<file path="src/rtl/wave_rd_pkg.sv">
// Shared definitions for the waveform LUT reader: FSM encoding and LUT word layout.
package wave_rd_pkg;

  // LUT word layout: [15]=last, [14:8]=repeat, [7:0]=phase
  localparam int unsigned LUT_W    = 16;
  localparam int unsigned LAST_BIT = 15;
  localparam int unsigned RPT_MSB  = 14;
  localparam int unsigned RPT_LSB  = 8;
  localparam int unsigned PH_MSB   = 7;
  localparam int unsigned PH_LSB   = 0;

  // FSM state encoding
  localparam int unsigned ST_W = 3;
  localparam logic [ST_W-1:0] ST_IDLE  = 3'd0;
  localparam logic [ST_W-1:0] ST_FETCH = 3'd1;
  localparam logic [ST_W-1:0] ST_WAIT  = 3'd2;
  localparam logic [ST_W-1:0] ST_HOLD  = 3'd3;
  localparam logic [ST_W-1:0] ST_DONE  = 3'd4;

endpackage

</file>
<file path="src/rtl/wave_lut_reader.sv">
// Plays a waveform out of the external LUT RAM: walks entries from the selected
// start address until a last-flagged entry, presenting each phase byte as
// repeated frames over valid/ready.
// Optional feature macro WAVE_RD_FRMCNT_EN adds the frm_cnt accepted-frame counter.
module wave_lut_reader
  import wave_rd_pkg::*;
#(
  parameter int unsigned ADDR_W      = 8,
  parameter int unsigned PH_W        = 8,
  parameter int unsigned RPT_W       = 7,
  parameter int unsigned MAX_ENTRIES = 64
) (
  input  logic              clk,
  input  logic              rst,
  input  logic              start,
  input  logic [ADDR_W-1:0] start_addr,
  input  logic              abort,
  output logic              lut_rd,
  output logic [ADDR_W-1:0] lut_addr,
  input  logic [LUT_W-1:0]  lut_rdata,
  output logic              frame_valid,
  input  logic              frame_ready,
  output logic [PH_W-1:0]   frame_data,
  output logic              busy,
  output logic              done,
  output logic              err
`ifdef WAVE_RD_FRMCNT_EN
  ,
  output logic [15:0]       frm_cnt
`endif
);

  localparam int unsigned CNT_W = $clog2(MAX_ENTRIES + 1);

  logic [ST_W-1:0]   state, state_nxt;
  logic [ADDR_W-1:0] lut_addr_nxt;
  logic [CNT_W-1:0]  ent_cnt, ent_cnt_nxt;
  logic [RPT_W-1:0]  rpt_left, rpt_left_nxt;
  logic              last_q, last_nxt;
  logic [PH_W-1:0]   frame_data_nxt;
  logic              lut_rd_nxt, frame_valid_nxt, busy_nxt, done_nxt, err_nxt;
  logic [RPT_W-1:0]  rpt_raw;
  logic              start_acc;
  logic              accept;

  assign rpt_raw   = RPT_W'(lut_rdata[RPT_MSB:RPT_LSB]);
  assign start_acc = (state == ST_IDLE) && start && !abort;
  assign accept    = frame_valid && frame_ready;

  // State and registered outputs
  always_ff @(posedge clk) begin
    if (rst) begin
      state       <= ST_IDLE;
      lut_addr    <= '0;
      ent_cnt     <= '0;
      rpt_left    <= '0;
      last_q      <= 1'b0;
      frame_data  <= '0;
      lut_rd      <= 1'b0;
      frame_valid <= 1'b0;
      busy        <= 1'b0;
      done        <= 1'b0;
      err         <= 1'b0;
    end else begin
      state       <= state_nxt;
      lut_addr    <= lut_addr_nxt;
      ent_cnt     <= ent_cnt_nxt;
      rpt_left    <= rpt_left_nxt;
      last_q      <= last_nxt;
      frame_data  <= frame_data_nxt;
      lut_rd      <= lut_rd_nxt;
      frame_valid <= frame_valid_nxt;
      busy        <= busy_nxt;
      done        <= done_nxt;
      err         <= err_nxt;
    end
  end

  // Next-state, datapath updates and next output values
  always_comb begin
    state_nxt      = state;
    lut_addr_nxt   = lut_addr;
    ent_cnt_nxt    = ent_cnt;
    rpt_left_nxt   = rpt_left;
    last_nxt       = last_q;
    frame_data_nxt = frame_data;
    err_nxt        = 1'b0;

    case (state)
      ST_IDLE: begin
        if (start_acc) begin
          state_nxt    = ST_FETCH;
          lut_addr_nxt = start_addr;
          ent_cnt_nxt  = '0;
        end
      end
      ST_FETCH: state_nxt = ST_WAIT;
      ST_WAIT: begin
        // A zero repeat still shows the entry once
        last_nxt       = lut_rdata[LAST_BIT];
        rpt_left_nxt   = (rpt_raw == '0) ? RPT_W'(1) : rpt_raw;
        frame_data_nxt = PH_W'(lut_rdata[PH_MSB:PH_LSB]);
        state_nxt      = ST_HOLD;
      end
      ST_HOLD: begin
        if (accept) begin
          if (rpt_left == RPT_W'(1)) begin
            if (last_q) begin
              state_nxt = ST_DONE;
            end else if (ent_cnt == CNT_W'(MAX_ENTRIES - 1)) begin
              state_nxt = ST_DONE;
              err_nxt   = 1'b1;
            end else begin
              lut_addr_nxt = lut_addr + ADDR_W'(1);
              ent_cnt_nxt  = ent_cnt + CNT_W'(1);
              state_nxt    = ST_FETCH;
            end
          end else begin
            rpt_left_nxt = rpt_left - RPT_W'(1);
          end
        end
      end
      ST_DONE: state_nxt = ST_IDLE;
      default: state_nxt = ST_IDLE;
    endcase

    // Abort drops playback silently from any active state
    if (abort && (state != ST_IDLE)) begin
      state_nxt = ST_IDLE;
      err_nxt   = 1'b0;
    end

    lut_rd_nxt      = (state_nxt == ST_FETCH);
    frame_valid_nxt = (state_nxt == ST_HOLD);
    busy_nxt        = (state_nxt == ST_FETCH) || (state_nxt == ST_WAIT) || (state_nxt == ST_HOLD);
    done_nxt        = (state_nxt == ST_DONE);
  end

`ifdef WAVE_RD_FRMCNT_EN
  // Frames accepted since the last accepted start, saturating
  always_ff @(posedge clk) begin
    if (rst) begin
      frm_cnt <= '0;
    end else if (start_acc) begin
      frm_cnt <= '0;
    end else if (accept && (frm_cnt != 16'hFFFF)) begin
      frm_cnt <= frm_cnt + 16'd1;
    end
  end
`endif

endmodule
</file>
<file path="config.mk">
export PLATFORM = sky130hd
export DESIGN_NAME = wave_lut_reader
export DESIGN_NICKNAME = d
export VERILOG_FILES = /design/src/rtl/wave_rd_pkg.sv /design/src/rtl/wave_lut_reader.sv
export SDC_FILE = /design/constraint.sdc
export NUM_CORES = 1
export LEC_CHECK = 0
export ABC_CLOCK_PERIOD_IN_PS = 2800
export BUFFER_PORTS_ARGS = -buffer_cell sky130_fd_sc_hd__buf_2
export CORE_UTILIZATION = 50
export DETAILED_ROUTE_END_ITERATION = 8
export HOLD_SLACK_MARGIN = 0.05
export PLACE_DENSITY = 0.75
export SYNTH_ARGS = -nofsm -noshare
export SYNTH_HDL_FRONTEND = slang
export SYNTH_SLANG_ARGS = --single-unit
</file>
<file path="constraint.sdc">
create_clock -name clk -period 2.8 [get_ports clk]
set_input_delay 0.56 -clock clk [delete_from_list [all_inputs] [get_ports clk]]
set_output_delay 0.56 -clock clk [all_outputs]
set_load 0.005 [all_outputs]
</file>
# == Word level (Yosys, flattened, before mapping) ==
# Cells that the tools add are included.
# Widths: inputs -> output; s select.
# word_totals
ff_bits,39
ramBits,0
output_inout_bits,21
mem_bits_ro,0
memories,0
input_bits,29
latch_bits,0
# op_classes
shift,0
n_reduce_logical,15
magnitude_cmp,0
mux,24
multipliers,0
addsub,3
bitwise_logic,3
div,0
eq_ne,15
# ops
cell,n
$mux 7,8
$mux 8,5
$pmux 7 s2,2
$mux 3,6
$pmux 8 s2,1
$eq 3x2->1 const B,4
$ne 2x2->1 const B,6
$pmux 3 s4,1
$add 8x1->8 const B,1
$add 7x1->7 const B,1
$eq 7x1->1 const B,1
$eq 7x6->1 const B,1
$logic_not 7->1,1
$sub 7x1->7 const B,1
$eq 3x1->1 const B,2
$reduce_and 6->1,1
$reduce_or 6->1,1
$logic_and 1x1->1,4
$reduce_bool 2->1,2
$eq 3x3->1 const B,1
$logic_not 3->1,1
$not 1->1,3
$reduce_and 3->1,1
$reduce_bool 3->1,1
other kinds (3),4

# == Longest topological paths before layout ==
# Gate-level depths: netlist of run 1.
# depth
depth_word,10
mapped_depth,8
depth_no_buf,7

# == Worst setup path after synthesis of run 1 ==
# Ideal clock, no wire load.
# synth_path
path_kind,register to register
startpoint,reg rpt_left[1]
endpoint,reg lut_addr[0]
slack_ns,0.502
required_time_ns,2.726
path_stages_with_launch,8
arrival_ns,2.223
setup_ns,0.074
cell_sequence,dfxtp_1 -> inv_1 -> ha_1 -> or4b_4 -> or4_4 -> o21a_4 -> or3_1 -> a31oi_1
# synth_between
elab_chain_cells,3
# synth_rtl
item,line_no,rtl
"start, declared",wave_lut_reader.sv:38,"logic [RPT_W-1:0] rpt_left, rpt_left_nxt;"
"start signal, assigned",wave_lut_reader.sv:68,rpt_left <= rpt_left_nxt;
$eq 7x1->1,wave_lut_reader.sv:107,if (rpt_left == RPT_W'(1)) begin
$ne 2x2->1 (no line),n/a,
$reduce_and 6->1 (no line),n/a,
"end signal, assigned",wave_lut_reader.sv:66,lut_addr <= lut_addr_nxt;
"end, declared",wave_lut_reader.sv:19,"output logic [ADDR_W-1:0] lut_addr,"
# No other way between the ends.
# A chain may end at the register's enable or synchronous reset.

# == Worst setup path in the final report of run 1 ==
# layout_path
startpoint,reg rpt_left[0]
endpoint,reg lut_addr[0]
# The elaborated chain is that of the path after synthesis.

==> results of run 1 <==
power breakdown:
part	switching [mW]	internal (mW)
sequential	0.0122	0.567
clock	0.192	0.225
combinational	0.0535	0.0459
worst max-delay path, stage by stage (launching register included):
cell and delay (ps):
dfxtp_1 430, ha_1 170, or4b_4 470, or4_4 630
o21a_4 280, or3_1 340, a31oi_1 160
layout by cell type, fill, tap and decap left out, drive strengths merged, types with 2 or more instances in the layout:
| cell | Yosys | layout |
|---|---|---|
| a211oi | 2 | 2 |
| a21oi | 29 | 29 |
| a22o | 2 | 2 |
| a31oi | 2 | 2 |
| and3b | 2 | 2 |
| buf | 2 | 51 |
| clkbuf | 11 | 8 |
| dfxtp | 39 | 39 |
| ha | 4 | 4 |
| inv | 4 | 4 |
| mux2i | 2 | 2 |
| nand2 | 38 | 38 |
| nand2b | 6 | 6 |
| nand3 | 10 | 10 |
| nand3b | 2 | 2 |
| nor2 | 21 | 21 |
| nor2b | 3 | 3 |
| nor3 | 10 | 10 |
| nor4 | 4 | 4 |
| nor4b | 2 | 2 |
| o211ai | 3 | 3 |
| o21ai | 20 | 20 |
| o31ai | 2 | 2 |
| o32ai | 3 | 3 |
| or2 | 2 | 2 |
| or3 | 2 | 2 |
| or4 | 3 | 3 |
| xnor2 | 4 | 4 |
layer usage:
layer | vias to the layer above | wire length (microns) | track usage, %
met3 | 4 | 233 | 4.754
li1 | 973 | - | -
met2 | 56 | 2100 | 35.79
met4 | 0 | 35 | 11.11
met1 | 861 | 2108 | 30.69
met5 | - | 0 | 0
worst max path at each step:
stage,startpoint,endpoint,slack [ps],cells after the start
after floorplan,rpt_left[1]$_SDFFE_PP0P_,lut_addr[0]$_SDFFE_PP0P_,500,7
after global placement,rpt_left[0]$_SDFFE_PP0P_,lut_addr[0]$_SDFFE_PP0P_,340,6
after detailed placement,rpt_left[0]$_SDFFE_PP0P_,lut_addr[0]$_SDFFE_PP0P_,280,6
after CTS,rpt_left[0]$_SDFFE_PP0P_,lut_addr[0]$_SDFFE_PP0P_,260,6
after global routing,rpt_left[0]$_SDFFE_PP0P_,lut_addr[0]$_SDFFE_PP0P_,150,6
final,rpt_left[0]$_SDFFE_PP0P_,lut_addr[0]$_SDFFE_PP0P_,230,6
synth_stat cells, drive strengths merged (3+ instances only):
cell type	instances	area [sq um]
dfxtp	39	780.8
nand2	38	142.6
a21oi	29	145.1
nor2	21	78.83
o21ai	20	111.4
clkbuf	11	41.29
nand3	10	50.05
nor3	10	50.05
nand2b	6	37.54
ha	4	50.05
inv	4	15.01
nor4	4	37.53
xnor2	4	35.03
nor2b	3	18.77
o211ai	3	22.52
o32ai	3	26.28
or4	3	27.53
through the flow:
step	total power [mW]	hold WS (ps)	cells
global placement	0.6897	437.8	334
CTS	1.106	465.3	342
global route	1.144	490.7	342
finish	1.095	463.2	342
detailed placement	0.6901	447.7	334
floorplan	0.6476	422.6	248
final cells by class:
class / instances / share of cell area [%]
inverters: 4 / 0.6448
repair buffers: 51 / 11.18
well taps: 48 / 2.579
multi-input cells: 192 / 47.77
flip-flops and latches: 39 / 33.53
clock buffers: 8 / 4.299
logic make-up after synthesis:
kind of cell / Yosys count / synth area share [%]
AOI/OAI and AO/OA: 70 / 21.97
xor gates and xnor gates: 5 / 2.229
adders and majority gates: 4 / 2.548
buffers and inverters: 17 / 3.630
DFF: 39 / 39.75
muxes: 2 / 1.019
and+or+nand+nor: 111 / 28.86
registers in the layout (all words and copies together) (netlist names):
name and cells:
busy 1, done 1, ent_cnt 7, err 1
frame_data 8, frame_valid 1, last_q 1, lut_addr 8
lut_rd 1, rpt_left 7, state 3
==> metrics.md, run 1 <==
| Metric | Value |
|---|---|
| Endpoints failing setup | `0` |
| Area of the multi-input gates | `~1100 sq um` |
| Hold endpoint | `ent_cnt[6]$_SDFFE_PP0P_` |
| DRT antenna net count | `0` |
| Root Buffer | `clkbuf_8` |
| Worst-path fanout max | `11` |
| Crit path capture type | `flop` |
| Slew headroom | `54.91%` |
| Ys flop type | `dfxtp_1` |
| Vias in the first global route | `around 1700` |
| Vias per inst | `5.538` |
| Reg clk slew, reported paths | `70 ps` |
| Cell Rows | `22` |
| Final net count | `326` |
| Number of flops mapped to enable cells by yosys | `0` |
| Num CTS Buffers | `5` |
| DP Worst Slack | `281.2 ps` |
| RD Place Congestion | `0.8592` |
| Post-Route Setup TNS | `0 ps` |
| PostCTS Resize Cnt | `0` |
| Post-CTS setup-driven buffer insertion count | `0` |
| Worst setup SP type | `flop` |
| Crit share post-route | `91.67%` |
| Final worst slack | `233.3 ps` |
| Filler cells | `339` |
| Reg2reg setup slack | `230 ps` |
| Initial antenna violation count | `0` |
| Worst-margin pin slew | `674.3 ps` |
| Setup Skew | `3.801 ps` |
| Data required, critical path | `3020 ps` |
| Sink Count | `39` |
| Total of max-cap violations | `0` |
| Synth Net Count | `281` |
| Io pins | `50` |
| Post-DP Area | `2228 sq um` |
| Vias | `between 1500 and 2000` |
| Post-Route WL | `4478 microns` |
| CTS HTree Levels | `2` |
| Pin count of the biggest net entering global routing | `38` |
| CTS tree | `yes` |
| N_diodes | `0` |
| Utilization of the core after routing | `between 60 and 70%` |
| Reg area | `780.7 sq um` |
| Die Footprint | `4184 sq um` |
| Syn. warnings | `0` |
| Fin. Hold Viols | `0` |
| Die Height | `64.68 microns` |
| Fraction of final layout cells sized beyond drive strength 1 | `between 20% and 30%` |
| First DRT Iteration DRCs | `123` |
| Hold Startpoint | `ent_cnt[6]$_SDFFE_PP0P_` |
| First-pass GRT wire length | `7521 microns` |
| Cells after Synth | `248` |
| TritonRoute pass-1 iters | `4` |
| Leak | `0.9219 nW` |
| Power Density | `about 470 nW/um^2` |
| Status | `finished clean` |
| Register area share after synthesis | `39.75%` |
| FFs w/ async S/R, synth | `0%` |
| Worst EP arrival | `2780 ps` |
| Hold Crit Class | `flop to flop` |
| GRT overflow | `0` |
| Slew Viols, Final | `0` |
| Synthesis-to-finish area growth | `18.53%` |
| Design area | `2328 sq um` |
| R2r startpoint | `rpt_left[0]$_SDFFE_PP0P_` |
| Fin crit period | `approximately 2600 ps` |
| IO buf count | `slightly below 50` |
| Hold Buf Count CTS | `0` |
| Worst reg-to-reg path cell count | `6` |
| Netlist Area Pre-Place | `1964 sq um` |
| Die Wd | `64.68 microns` |
| FMAX | `0.3896 GHz` |
| Worst-Skew Late Latency | `290 ps` |
| FF-to-FF End | `lut_addr[0]$_SDFFE_PP0P_` |
| GRT Total Usage | `about 23%` |
| Initial Util | `52.86%` |
| RSZ-0062 raised after global routing | `no` |
| HPWL after DPL | `3010 microns` |
| Avg Synthesized Cell Area | `approximately 8 sq um` |
| Hold path depth | `2` |
| WL/cell | `13.09 microns` |
| Netlist cell types | `48` |
| Synth Register Bits | `39` |
| Type of the worst setup path | `flop to flop` |
| Peak supply drop | `0.2695 mV` |
| DRC viols | `0` |
| Clk buf depth | `2` |
| Placeable Area | `3716 sq um` |
Power figures use the tool's default switching activity.
==> run 2: changes to the inputs <==
--- a/config.mk
+++ b/config.mk
@@ -6,11 +6,12 @@
 export NUM_CORES = 1
 export LEC_CHECK = 0
 export ABC_CLOCK_PERIOD_IN_PS = 2800
-export BUFFER_PORTS_ARGS = -buffer_cell sky130_fd_sc_hd__buf_2
 export CORE_UTILIZATION = 50
 export DETAILED_ROUTE_END_ITERATION = 8
+export DONT_BUFFER_PORTS = 1
 export HOLD_SLACK_MARGIN = 0.05
-export PLACE_DENSITY = 0.75
+export PLACE_DENSITY = 0.64
+export REMOVE_ABC_BUFFERS = 1
 export SYNTH_ARGS = -nofsm -noshare
 export SYNTH_HDL_FRONTEND = slang
 export SYNTH_SLANG_ARGS = --single-unit
==> run 2 against run 1 <==
Compared with the run above: count of clock-buffer cells in the layout is 2 lower; clock power decreased by 16%; critical path type unchanged; hold slack got worse by 140 ps.
==> metrics.md, run 2 (synthesis results as in run 1) <==
| Metric | Value |
|---|---|
| Status | `finished clean (unchanged)` |
| Power Density | `482.0 nW/um^2 (was 470.4 nW/um^2)` |
| Data required, critical path | `3020 ps (about the same)` |
| CTS tree | `yes (unchanged)` |
| Reg clk slew, reported paths | `80 ps (was 70 ps)` |
| N_diodes | `0 (unchanged)` |
| Fin crit period | `2557 ps (was 2567 ps)` |
| Post-Route WL | `4278 microns (was 4478 microns)` |
| Worst EP arrival | `2770 ps (was 2780 ps)` |
| CTS HTree Levels | `2 (unchanged)` |
| Final net count | `278 (was 326)` |
| Clk buf depth | `2 (unchanged)` |
| Most frequent cells in the layout | `39 x dfxtp_1, 38 x nand2_1, 29 x a21oi_1 (was 49 x buf_2, 39 x dfxtp_1, 38 x nand2_1)` |
| Post-Route Setup TNS | `0 ps (unchanged)` |
| Crit share post-route | `91.32% (was 91.67%)` |
| Root Buffer | `clkbuf_8 (unchanged)` |
| First DRT Iteration DRCs | `100 (was 123)` |
| Initial antenna violation count | `0 (unchanged)` |
| TritonRoute pass-1 iters | `4 (unchanged)` |
| Synthesis-to-finish area growth | `5.032% (was 18.53%)` |
| Hold Buf Count CTS | `0 (unchanged)` |
| Design area | `2063 sq um (was 2328 sq um)` |
| PostCTS Resize Cnt | `0 (unchanged)` |
| Commonest non-fill, non-tap cell in the layout | `dfxtp_1 (was buf_2)` |
| Num CTS Buffers | `5 (unchanged)` |
| Leak | `0.6888 nW (was 0.9219 nW)` |
| Pin count of the biggest net entering global routing | `38 (unchanged)` |
| Hold Crit Class | `input pin to flop (was flop to flop)` |
| Power Total | `0.9944 mW (was 1.095 mW)` |
| Placeable Area | `3716 sq um (unchanged)` |
| Crit path capture type | `flop (unchanged)` |
| Fin. Hold Viols | `0 (unchanged)` |
| Worst setup SP type | `flop (unchanged)` |
| WL/cell | `14.65 microns (was 13.09 microns)` |
| Type of the worst setup path | `flop to flop (unchanged)` |
| Peak supply drop | `0.2640 mV (was 0.2695 mV)` |
| GRT Total Usage | `21.24% (was 23.19%)` |
| GRT overflow | `0 (unchanged)` |
| Vias per inst | `5.908 (was 5.538)` |
| Top flop regs | `frame_data: 8 flops, lut_addr: 8 flops (unchanged)` |
| Worst-margin pin slew | `604.0 ps (was 674.3 ps)` |
| HPWL after DPL | `2823 microns (was 3010 microns)` |
| Worst-path fanout max | `11 (unchanged)` |
| FMAX | `0.3911 GHz (was 0.3896 GHz)` |
| Endpoints failing setup | `0 (unchanged)` |
| DRT antenna net count | `0 (unchanged)` |
| Slew headroom | `59.36% (was 54.91%)` |
| Initial Util | `52.86% (unchanged)` |
| RD Place Congestion | `0.8491 (was 0.8592)` |
| Io pins | `50 (unchanged)` |
| Total of max-cap violations | `0 (unchanged)` |
| Die Height | `64.68 microns (unchanged)` |
| Fraction of final layout cells sized beyond drive strength 1 | `6.967% (was 22.79%)` |
| Vias in the first global route | `1557 (was 1673)` |
| Die Wd | `64.68 microns (unchanged)` |
| Post-CTS setup-driven buffer insertion count | `0 (unchanged)` |
| Slew Viols, Final | `0 (unchanged)` |
| Worst-Skew Late Latency | `290 ps (about the same)` |
| Post-DP Area | `1991 sq um (was 2228 sq um)` |
| Vias | `1725 (was 1894)` |
| Sink Count | `39 (unchanged)` |
| Die Footprint | `4184 sq um (unchanged)` |
| Cell Rows | `22 (unchanged)` |
| IO buf count | `0 (was 49)` |
| RSZ-0062 raised after global routing | `no (unchanged)` |
| First-pass GRT wire length | `6941 microns (was 7521 microns)` |
| Hold_ws | `327.0 ps (was 463.2 ps)` |
| DRC viols | `0 (unchanged)` |
| Setup Skew | `10.56 ps (was 3.801 ps)` |
[run 2: changes by cell type in the layout (fill, tap and decap cells not counted), sizes merged]
cell | previous run | this run
buf | 51 | 3
clkbuf | 8 | 6
[run 2: worst paths after layout]
path / from / to / slack (ps) / depth (start not counted)
setup / recovery: rpt_left[1]$_SDFFE_PP0P_ / lut_addr[0]$_SDFFE_PP0P_ / 240 / 7
hold / removal: rst / rpt_left[0]$_SDFFE_PP0P_ / 330 / 1
setup reg to reg: rpt_left[1]$_SDFFE_PP0P_ / lut_addr[0]$_SDFFE_PP0P_ / 240 / 7
hold reg to reg: ent_cnt[6]$_SDFFE_PP0P_ / ent_cnt[6]$_SDFFE_PP0P_ / 450 / 2
[run 2: area by class of cell]
type                            count  area [sq um]
Clock buffer                        6         72.57
Fill cell                         369          1653
Inverter                            4         15.01
Multi-Input combinational cell    192          1112
Sequential cell                    39         780.7
Tap cell                           48         60.06
Timing Repair Buffer                3         22.52
[run 2: worst max-delay path: stages (launching register included)]
cell	delay [ps]
dfxtp_1	340
inv_1	100
ha_1	140
or4b_4	470
or4_4	640
o21a_4	290
or3_1	340
a31oi_1	160
[run 2: through the flow]
stage | util, % | worst slack, ps | cells
finish | 55.52 | 243.0 | 292
global route | 55.52 | 150.3 | 292
global placement | 53.57 | 326.1 | 286
floorplan | - | 410.1 | 235
detailed placement | 53.57 | 270.5 | 286
CTS | 55.52 | 247.9 | 292
[run 2: layer usage]
| layer | up-vias | global-route usage [%] | share of wire (%) |
|---|---|---|---|
| met5 | - | 0 | 0 |
| met4 | 0 | 8.333 | 1.0 |
| met3 | 5 | 6.690 | 6.1 |
| met2 | 47 | 32.89 | 44 |
| met1 | 800 | 27.30 | 49 |
| li1 | 873 | - | - |
[run 2: power by group]
part / total (mW) / internal, mW / leakage [nW] / switching (mW)
Sequential: 0.582 / 0.567 / 0.316 / 0.0143
Combinational: 0.0623 / 0.0274 / 0.336 / 0.0349
Clock: 0.351 / 0.166 / 0.0371 / 0.184
